--- src/rtl/psr_unit.sv ---
// psr_unit: ARMv7 CPSR, the seven banked SPSRs and the exception-entry sequencer.
// Exception entry runs IDLE -> SAVE -> LINK: the mode switches on SAVE, and the
// banked LR write and PC redirect strobe during LINK.
// Optional build macro: PSR_PRIV_CHECK_EN. When defined, a usr-mode MSR to the
// CPSR may only change the flags byte.
module psr_unit #(
  parameter logic [31:0] VECTOR_BASE = 32'h0000_0000,
  parameter logic [4:0]  RESET_MODE  = 5'b10011
) (
  input  logic        clk,
  input  logic        Rst,
  input  logic [3:0]  NZCV_In,
  input  logic        Write_NZCV,
  input  logic [31:0] PSR_Data,
  input  logic [3:0]  PSR_Mask,
  input  logic        Write_CPSR,
  input  logic        Write_SPSR,
  input  logic [5:0]  Exc_Req,
  input  logic        Exc_Return,
  input  logic [31:0] PC_Cur,
  output logic [31:0] CPSR,
  output logic [31:0] SPSR,
  output logic [4:0]  M,
  output logic [31:0] LR_Data,
  output logic        Write_LR,
  output logic [31:0] PC_New,
  output logic        Write_PC,
  output logic        Exc_Busy,
  output logic        err
);

  localparam logic [4:0] MODE_USR = 5'b10000;
  localparam logic [4:0] MODE_FIQ = 5'b10001;
  localparam logic [4:0] MODE_IRQ = 5'b10010;
  localparam logic [4:0] MODE_SVC = 5'b10011;
  localparam logic [4:0] MODE_ABT = 5'b10111;
  localparam logic [4:0] MODE_UND = 5'b11011;

  // Bit positions inside Exc_Req = {fiq, irq, dabt, pabt, svc, und}
  localparam int EXC_UND  = 0;
  localparam int EXC_PABT = 2;
  localparam int EXC_DABT = 3;
  localparam int EXC_IRQ  = 4;
  localparam int EXC_FIQ  = 5;

  typedef enum logic [1:0] {IDLE, SAVE, LINK} state_t;

  state_t      state;
  logic [31:0] spsr_bank [7];
  logic [2:0]  tgt_idx;
  logic [4:0]  tgt_mode;
  logic        tgt_fiq;
  logic [7:0]  vec_off;
  logic [31:0] lr_hold;

  // Modes that own an SPSR; usr, sys and reserved encodings have none.
  function automatic logic is_banked(input logic [4:0] mode);
    case (mode)
      5'b10001, 5'b10010, 5'b10011, 5'b10110,
      5'b10111, 5'b11010, 5'b11011: is_banked = 1'b1;
      default:                      is_banked = 1'b0;
    endcase
  endfunction

  // SPSR slot: fiq, irq, svc, mon, abt, hyp, und.
  function automatic logic [2:0] bank_idx(input logic [4:0] mode);
    case (mode)
      5'b10001: bank_idx = 3'd0;
      5'b10010: bank_idx = 3'd1;
      5'b10011: bank_idx = 3'd2;
      5'b10110: bank_idx = 3'd3;
      5'b10111: bank_idx = 3'd4;
      5'b11010: bank_idx = 3'd5;
      5'b11011: bank_idx = 3'd6;
      default:  bank_idx = 3'd0;
    endcase
  endfunction

  function automatic logic legal_mode(input logic [4:0] mode);
    case (mode)
      5'b10000, 5'b10001, 5'b10010, 5'b10011, 5'b10110,
      5'b10111, 5'b11010, 5'b11011, 5'b11111: legal_mode = 1'b1;
      default:                                legal_mode = 1'b0;
    endcase
  endfunction

  logic       cur_banked;
  logic [2:0] cur_idx;

  assign cur_banked = is_banked(CPSR[4:0]);
  assign cur_idx    = bank_idx(CPSR[4:0]);
  assign SPSR       = cur_banked ? spsr_bank[cur_idx] : 32'h0;
  assign M          = CPSR[4:0];

  logic [5:0] exc_pend;
  logic       exc_take;
  logic [4:0] exc_mode;
  logic [7:0] exc_vec;
  logic [3:0] exc_lr_off;
  logic       exc_fiq;

  // Pick the winning exception after I/F masking: dabt > fiq > irq > pabt > und > svc.
  always_comb begin
    // NOTE: every output gets a default first so no path can leave it unassigned (no latch).
    exc_pend   = Exc_Req & ~{CPSR[6], CPSR[7], 4'b0000};
    exc_take   = |exc_pend;
    exc_mode   = MODE_SVC;
    exc_vec    = 8'h08;
    exc_lr_off = 4'd4;
    exc_fiq    = 1'b0;
    if (exc_pend[EXC_DABT]) begin
      exc_mode   = MODE_ABT;
      exc_vec    = 8'h10;
      exc_lr_off = 4'd8;
    end else if (exc_pend[EXC_FIQ]) begin
      exc_mode = MODE_FIQ;
      exc_vec  = 8'h1C;
      exc_fiq  = 1'b1;
    end else if (exc_pend[EXC_IRQ]) begin
      exc_mode = MODE_IRQ;
      exc_vec  = 8'h18;
    end else if (exc_pend[EXC_PABT]) begin
      exc_mode = MODE_ABT;
      exc_vec  = 8'h0C;
    end else if (exc_pend[EXC_UND]) begin
      exc_mode = MODE_UND;
      exc_vec  = 8'h04;
    end
  end

  logic [31:0] cpsr_wr;
  logic [31:0] spsr_wr;
  logic [3:0]  cmask;
  logic        wr_err;

  // Merge MSR / flag writes into candidate CPSR and SPSR values and flag illegal ones.
  always_comb begin
    cpsr_wr = CPSR;
    spsr_wr = SPSR;
    cmask   = PSR_Mask;
    wr_err  = 1'b0;
    if (Write_CPSR) begin
`ifdef PSR_PRIV_CHECK_EN
      if (CPSR[4:0] == MODE_USR && |cmask[2:0]) begin
        cmask[2:0] = 3'b000;
        wr_err     = 1'b1;
      end
`endif
      if (cmask[0] && !legal_mode(PSR_Data[4:0])) begin
        cmask[0] = 1'b0;
        wr_err   = 1'b1;
      end
      for (int b = 0; b < 4; b++) begin
        if (cmask[b]) cpsr_wr[8*b +: 8] = PSR_Data[8*b +: 8];
      end
    end
    // An MSR that writes the flags byte overrides the ALU flags.
    if (Write_NZCV && !(Write_CPSR && cmask[3])) cpsr_wr[31:28] = NZCV_In;
    if (Write_SPSR) begin
      if (cur_banked) begin
        for (int b = 0; b < 4; b++) begin
          if (PSR_Mask[b]) spsr_wr[8*b +: 8] = PSR_Data[8*b +: 8];
        end
      end else begin
        wr_err = 1'b1;
      end
    end
  end

  // Register state: entry sequencer, CPSR/SPSR updates and registered strobes.
  always_ff @(posedge clk) begin
    // NOTE: non-blocking assignments so every register samples pre-edge values.
    if (Rst) begin
      state    <= IDLE;
      CPSR     <= {24'h0, 1'b1, 1'b1, 1'b0, RESET_MODE};
      // NOTE: the SPSR bank is small and its reset value is architecturally visible, so it is reset explicitly.
      for (int i = 0; i < 7; i++) spsr_bank[i] <= 32'h0;
      tgt_idx  <= 3'd0;
      tgt_mode <= RESET_MODE;
      tgt_fiq  <= 1'b0;
      vec_off  <= 8'h00;
      lr_hold  <= 32'h0;
      LR_Data  <= 32'h0;
      PC_New   <= 32'h0;
      Write_LR <= 1'b0;
      Write_PC <= 1'b0;
      Exc_Busy <= 1'b0;
      err      <= 1'b0;
    end else begin
      err <= 1'b0;
      case (state)
        IDLE: begin
          if (exc_take) begin
            tgt_mode <= exc_mode;
            tgt_idx  <= bank_idx(exc_mode);
            tgt_fiq  <= exc_fiq;
            vec_off  <= exc_vec;
            lr_hold  <= PC_Cur + {28'h0, exc_lr_off};
            Exc_Busy <= 1'b1;
            state    <= SAVE;
          end else if (Exc_Return) begin
            if (cur_banked) CPSR <= spsr_bank[cur_idx];
            else            err  <= 1'b1;
          end else begin
            CPSR <= cpsr_wr;
            if (Write_SPSR && cur_banked) spsr_bank[cur_idx] <= spsr_wr;
            err <= wr_err;
          end
        end
        SAVE: begin
          spsr_bank[tgt_idx] <= CPSR;
          CPSR[4:0] <= tgt_mode;
          CPSR[7]   <= 1'b1;
          CPSR[5]   <= 1'b0;
          if (tgt_fiq) CPSR[6] <= 1'b1;
          LR_Data  <= lr_hold;
          PC_New   <= VECTOR_BASE + {24'h0, vec_off};
          Write_LR <= 1'b1;
          Write_PC <= 1'b1;
          state    <= LINK;
        end
        LINK: begin
          Write_LR <= 1'b0;
          Write_PC <= 1'b0;
          Exc_Busy <= 1'b0;
          state    <= IDLE;
        end
        default: state <= IDLE;
      endcase
    end
  end

endmodule

--- config.mk ---
export PLATFORM = sky130hd
export DESIGN_NAME = psr_unit
export DESIGN_NICKNAME = d
export VERILOG_FILES = /design/src/rtl/psr_unit.sv
export SDC_FILE = /design/constraint.sdc
export NUM_CORES = 1
export LEC_CHECK = 0
export BUFFER_PORTS_ARGS = -buffer_cell sky130_fd_sc_hd__buf_2
export CAP_MARGIN = 20
export CORE_MARGIN = 2
export CORE_UTILIZATION = 30
export CTS_BUF_LIST = sky130_fd_sc_hd__clkbuf_8
export DETAILED_ROUTE_END_ITERATION = 7
export HOLD_SLACK_MARGIN = 0.12
export PLACE_DENSITY = 0.47
export SETUP_SLACK_MARGIN = 0.1
export SKIP_LAST_GASP = 1
export SYNTH_ARGS = -nofsm -noshare
export SYNTH_HDL_FRONTEND = slang
export SYNTH_SLANG_ARGS = --single-unit
--- constraint.sdc ---
create_clock -name clk -period 3.45 [get_ports clk]
set_input_delay 0.1725 -clock clk [delete_from_list [all_inputs] [get_ports clk]]
set_output_delay 0.1725 -clock clk [all_outputs]
set_load 0.01 [all_outputs]
==> metrics.md, run 1 <==
| Metric | Value |
|---|---|
| Layout Cells excl Fill | `2703` |
| DRT met1 WL | `25200 um` |
| Post-Syn Instances | `1610` |
| Synth Area in Compound Gates | `0.169` |
| Dpl hpwl | `38500 um` |
| Initial antenna violation count | `6` |
| R2r setup slk | `0.43 ns` |
| Starting Density | `0.302` |
| Post-route DRC | `0` |
| Crit path kind | `register to output pin` |
| Synth-to-Final Area Change | `27.2%` |
| Worst slew pin tran | `0.970 ns` |
| CTS Buffer Depth | `3` |
| Max-Cap Viols | `0` |
| Die Footprint | `55900 um2` |
| Die H | `236 um` |
| CTS HTree Levels | `3` |
| Main combinational cell family by area after synthesis | `simple AND/OR/NAND/NOR gates` |
| Simple-gate portion of the synthesized area | `0.170` |
| Routed len/inst | `21.9 um` |
| Cell with the most instances after synthesis | `nor2_1` |
| Startpoint class of the critical path | `register` |
| WL met2 | `28000 um` |
| Max Used Layer | `met5` |
| Critical path fanouts, max | `12` |
| Post-Synth XOR/XNOR Area | `0.0130` |
| Most frequent cells after synthesis | `320 x nor2_1, 192 x edfxtp_1, 147 x dfxtp_1` |
| Status | `completed` |
| Synth warn | `0` |
| Synth area leader | `edfxtp_1` |
| Clock transition at path regs | `0.06 ns` |
| Post-layout minimum cycle time | `3.15 ns` |
| NumNets Final | `2051` |
| Hold Path Class | `input pin to register` |
| Post-route clock period utilization | `0.913` |
| Endpoint of the worst register-to-register path | `spsr_bank[4][5]` |
| Setup WS pre-CTS | `0.206 ns` |
| CTS Buf Count | `66` |
| Max Fclk | `0.317 GHz` |
| Placed instance count | `2473` |
| Synth Area in Adders | `0.00510` |
| PwrDens | `494 nW/um2` |
| Number of global-route vias before repair | `13800` |
| Sequential element share of the synthesized area | `0.537` |
| Rel. slew slack | `0.353` |
| Area contributors post-synth | `edfxtp_1 36%, dfxtp_1 18%, nor2_1 7.4%` |
| Top-area cell type share of the netlist area | `0.356` |
| CTS root buf | `clkbuf_8` |
| Hold Path Depth | `5` |
| Final WS setup | `0.299 ns` |
| RSZ-0062 raised after global routing | `false` |
| Final ANT Viol Nets | `0` |
| Routed WL | `59100 um` |
| Clock sinks | `339` |
| Via count | `13900` |
| Post-synth EDFFs | `192` |
| Flops & latches, synth | `339` |
| Worst path required time | `3.28 ns` |
| GPL Wtd Cong | `0.815` |
| Boundary pin count | `221` |
| Overall power | `10.2 mW` |
| Core Area | `53600 um2` |
| IO Port Bufs | `191` |
| 1st-iter DRT viols | `988` |
| Worst hold path endpoint | `spsr_bank[5][31]` |
| Clk Latency, worst-skew pair | `0.63 ns` |
| First drt pass iteration count | `5` |
| R2r worst-path depth | `8` |
| CTS tree | `done` |
| Max-slew violation count | `0` |
| Setup crit end kind | `output pin` |
| Sum Neg Setup Slack | `0 ns` |
| Die Wd | `236 um` |
| Fillcell total | `5476` |
| Mux cell area share after synthesis | `0.0453` |
| Skew final | `0.0330 ns` |
| Worst Path Arrival | `2.98 ns` |
| Row count | `85` |
| Worst R2R Start | `state[0]` |
| Most used DFF post-synth | `edfxtp_1` |
| Largest net degree at the start of global routing | `88` |
| Total global-route track usage | `0.207` |
| Multi-input logic area | `6710 um2` |
| Setup Viol. Count Final | `0` |
| Maximum VDD drop | `0.244 mV` |
| Layout cells sized above 1 | `0.220` |
| Leak | `8.22 nW` |
| Beginning of the worst hold path | `PSR_Data[31]` |
| Gr ovfl total | `0` |
| Mapped cell area | `16200 um2` |
| Syn Area/Cell | `10.1 um2` |
| FFs w/ async S/R, synth | `0` |
| First-pass GRT wire length | `87100 um` |
| FF/Latch Area | `8710 um2` |
| Hold Vio Cnt, Final | `0` |
| Wire length on met3 | `4540 um` |
| Avg Vias per Cell | `5.15` |
| Yosys cell types | `78` |
[layout make-up]
class                           count  area share
Clock inverter                     42     0.00862
Inverter                           60      0.0109
Tap cell                          696      0.0422
Clock buffer                       71      0.0474
Timing Repair Buffer              402       0.143
Antenna cell                        1    0.000121
Sequential cell                   339       0.423
Multi-Input combinational cell   1092       0.325
[critical path, cell delays in order, from the launching register on]
cell      delay [ns]
dfxtp_2         0.49
buf_4           0.22
nand2b_1        0.14
a21o_1          0.58
o221ai_1        0.44
nor2_1          0.30
buf_2           0.19
[registers in the layout (all words and copies together), names as in the netlist]
register   count
LR_Data       32
tgt_idx        3
state          2
vec_off        3
CPSR          32
PC_New         3
tgt_fiq        1
Exc_Busy       1
lr_hold       32
spsr_bank    224
tgt_mode       4
err            1
Write_PC       1
[metal layers]
metal / up-vias / global-route usage
met3: 111 / 0.0609
li1: 6517 / -
met5: - / 0
met1: 6768 / 0.261
met4: 8 / 0.0560
met2: 515 / 0.345
[cell usage in the layout, fill, tap and decap left out, drive strengths merged, types with 71 or more instances in the layout]
master       synthesis  final
edfxtp             192    192
nand2               85     85
clkbuf              84     71
a211oi              84     84
nor2               321    321
dlygate4sd3          0    108
inv                 59     84
buf                 63    294
dfxtp              147    147
a21oi               80     80
[kinds of logic after synthesis]
logic type               Yosys count
AND/OR/NAND/NOR                  604
AO/OA/AOI/OAI                    356
flip-flops                       339
buffers and inverters            207
multiplexers                      73
XOR/XNOR                          24
adder cells (fa/ha/maj)            6
other                              1
[how the worst max path moves through the flow]
stage	from	end	slack (ns)	cells after the start
2_1_floorplan	state[0]	spsr_bank[3][0]	0.43	10
3_3_place_gp	CPSR[4]	spsr_bank[3][13]	0.25	7
3_5_place_dp	CPSR[4]	spsr_bank[4][13]	0.21	7
4_1_cts	CPSR[0]	SPSR[25]	0.11	8
5_1_grt	CPSR[0]	SPSR[0]	0.16	6
6_report	CPSR[0]	SPSR[0]	0.30	6
[through the flow]
step / hold WS [ns] / util / area [um2]
after global routing: 0.177 / 0.385 / 20600
after global placement: 0.372 / 0.340 / 18200
after CTS: 0.134 / 0.383 / 20500
final: 0.200 / 0.385 / 20600
after floorplan: 0.271 / - / 16300
after detailed placement: 0.383 / 0.340 / 18200
[repair_timing]
| action | 4_1_cts | 5_1_grt |
|---|---|---|
| setup buffers | 0 | 6 |
| hold endpoints to repair | 123 | 0 |
| endpoints found under the setup margin | 13 | 21 |
| resized for setup | 12 | 7 |
| gates cloned | 0 | 0 |
| hold buffers | 108 | 0 |
| pin swaps | 0 | 1 |
[power by group]
group	leakage (nW)	switching [mW]	internal [mW]	total (mW)
combinational	4.35	1.23	0.747	1.98
sequential	3.18	0.0855	4.46	4.55
clock	0.682	1.78	1.88	3.66
total	8.22	3.09	7.10	10.2
No activity file was read; power rests on OpenSTA's default activity.
==> inputs of run 2 (changes only) <==
Settings changed: CORE_MARGIN 2 to unset, CORE_UTILIZATION 30 to 54, PLACE_DENSITY 0.47 to 0.77.
==> metrics.md, run 2 (same netlist as run 1, synthesis figures left out) <==
| Metric | Value |
|---|---|
| Post-Route Utilization | `0.673` |
| Post-route clock period utilization | `0.954` |
| CTS Buf Count | `56` |
| Max reg flops | `224` |
| Commonest non-fill, non-tap cell in the layout | `nor2_1` |
| Boundary pin count | `221` |
| Layout cells sized above 1 | `0.207` |
| CTS Buffer Depth | `3` |
| Dpl hpwl | `32600 um` |
| Startpoint class of the critical path | `register` |
| Skew final | `0.0354 ns` |
| CTS HTree Levels | `2` |
| CTS root buf | `clkbuf_8` |
| Fillcell total | `2203` |
| Hold Vio Cnt, Final | `0` |
| Critical path's slowest cell | `dfxtp_1` |
| IO Port Bufs | `191` |
| Synth-to-Final Area Change | `22.7%` |
| Final ANT Viol Nets | `0` |
| Die Footprint | `30700 um2` |
| Rel. slew slack | `0.362` |
| Initial antenna violation count | `0` |
| Clk Latency, worst-skew pair | `0.61 ns` |
| Status | `completed` |
| CP peak stage delay | `0.65 ns` |
| NumNets Final | `2012` |
| Row count | `63` |
| Die Wd | `175 um` |
| Die H | `175 um` |
| Sum Neg Setup Slack | `0 ns` |
| Post-layout minimum cycle time | `3.29 ns` |
| Via count | `14700` |
| Setup Viol. Count Final | `0` |
| Routed len/inst | `22.5 um` |
| Commonest cells after routing, fill and taps aside | `318 x nor2_1, 192 x edfxtp_1, 190 x buf_2` |
| Worst path required time | `3.28 ns` |
| Total global-route track usage | `0.339` |
| Top reg by flops | `spsr_bank` |
| First-pass GRT wire length | `80300 um` |
| PwrDens | `497 nW/um2` |
| Maximum VDD drop | `0.426 mV` |
| Max-slew violation count | `0` |
| Setup crit end kind | `output pin` |
| 1st-iter DRT viols | `1758` |
| Number of global-route vias before repair | `14500` |
| Max-Cap Viols | `0` |
| Leak | `8.03 nW` |
| Ant. Diodes | `0` |
| Crit path kind | `register to output pin` |
| First drt pass iteration count | `6` |
| RSZ-0062 raised after global routing | `false` |
| Critical path fanouts, max | `14` |
| Largest net degree at the start of global routing | `137` |
| Clock sinks | `339` |
| GPL Wtd Cong | `0.958` |
| Avg Vias per Cell | `6.25` |
| Worst slew pin tran | `0.950 ns` |
| CTS tree | `done` |
| Hold Path Class | `input pin to register` |
| Routed WL | `53100 um` |
| Gr ovfl total | `0` |
| Max Fclk | `0.304 GHz` |
| Starting Density | `0.548` |
| Post-route DRC | `0` |
| Core Area | `29600 um2` |
| Worst Path Arrival | `3.12 ns` |
| Clock transition at path regs | `0.06 ns` |
| Crit path cell chain | `and2_1, nand2_1, buf_12, a2bb2oi_1, nor4_1, buf_2` |
run 2: stage by stage:
stage | power [mW] | hold slack [ns] | cells | worst slack, ns | instance area [um2]
global route | 10.2 | 0.177 | 2357 | 0.120 | 19900
floorplan | 5.66 | 0.271 | 1638 | 0.432 | 16300
CTS | 9.80 | 0.138 | 2355 | 0.100 | 19900
detailed placement | 6.34 | 0.380 | 2158 | 0.318 | 17800
finish | 9.89 | 0.162 | 2357 | 0.159 | 19900
global placement | 6.31 | 0.374 | 2158 | 0.478 | 17800
run 2: cell type report:
class / instances / area, um2 / area share
Sequential cell: 339 / 8710 / 0.438
Multi-Input combinational cell: 1092 / 6670 / 0.335
Timing Repair Buffer: 373 / 2700 / 0.136
Clock buffer: 63 / 867 / 0.0436
Tap cell: 390 / 488 / 0.0245
Clock inverter: 40 / 226 / 0.0114
Inverter: 60 / 225 / 0.0113
run 2: path summary, 6_finish.rpt:
check | start | end | slack, ns | cells after the start
max | CPSR[1] | SPSR[15] | 0.16 | 6
min | PSR_Mask[3] | spsr_bank[5][31] | 0.16 | 4
max reg2reg | CPSR[2] | spsr_bank[1][28] | 0.29 | 8
min reg2reg | vec_off[4] | vec_off[4] | 0.46 | 2
run 2: what timing repair did:
item                                    in CTS  in global routing
buffers inserted                             0                  2
gates resized for setup                      1                  5
pin swaps                                    0                  1
hold buffers                                94                  0
hold endpoints to repair                    85                  0
endpoints found under the setup margin       1                 14
run 2: where the power goes:
group | switching (mW) | internal [mW] | leakage [nW]
combinational | 1.17 | 0.707 | 4.20
sequential | 0.0990 | 4.46 | 3.18
clock | 1.63 | 1.82 | 0.647
run 2: critical path: cells and delay by family, from the launching register on:
kind / cells / cell delay, ns
AND/OR/NAND/NOR: 3 / 1.24
flip-flops: 1 / 0.65
buffers and inverters: 2 / 0.47
AO/OA/AOI/OAI: 1 / 0.14
run 2: metal layers:
metal,global-route usage,up-vias,wire [um]
met5,0,-,0
met4,0.171,0,2550
met3,0.0829,179,6070
met2,0.556,1048,25000
met1,0.417,7064,19600
li1,-,6434,-
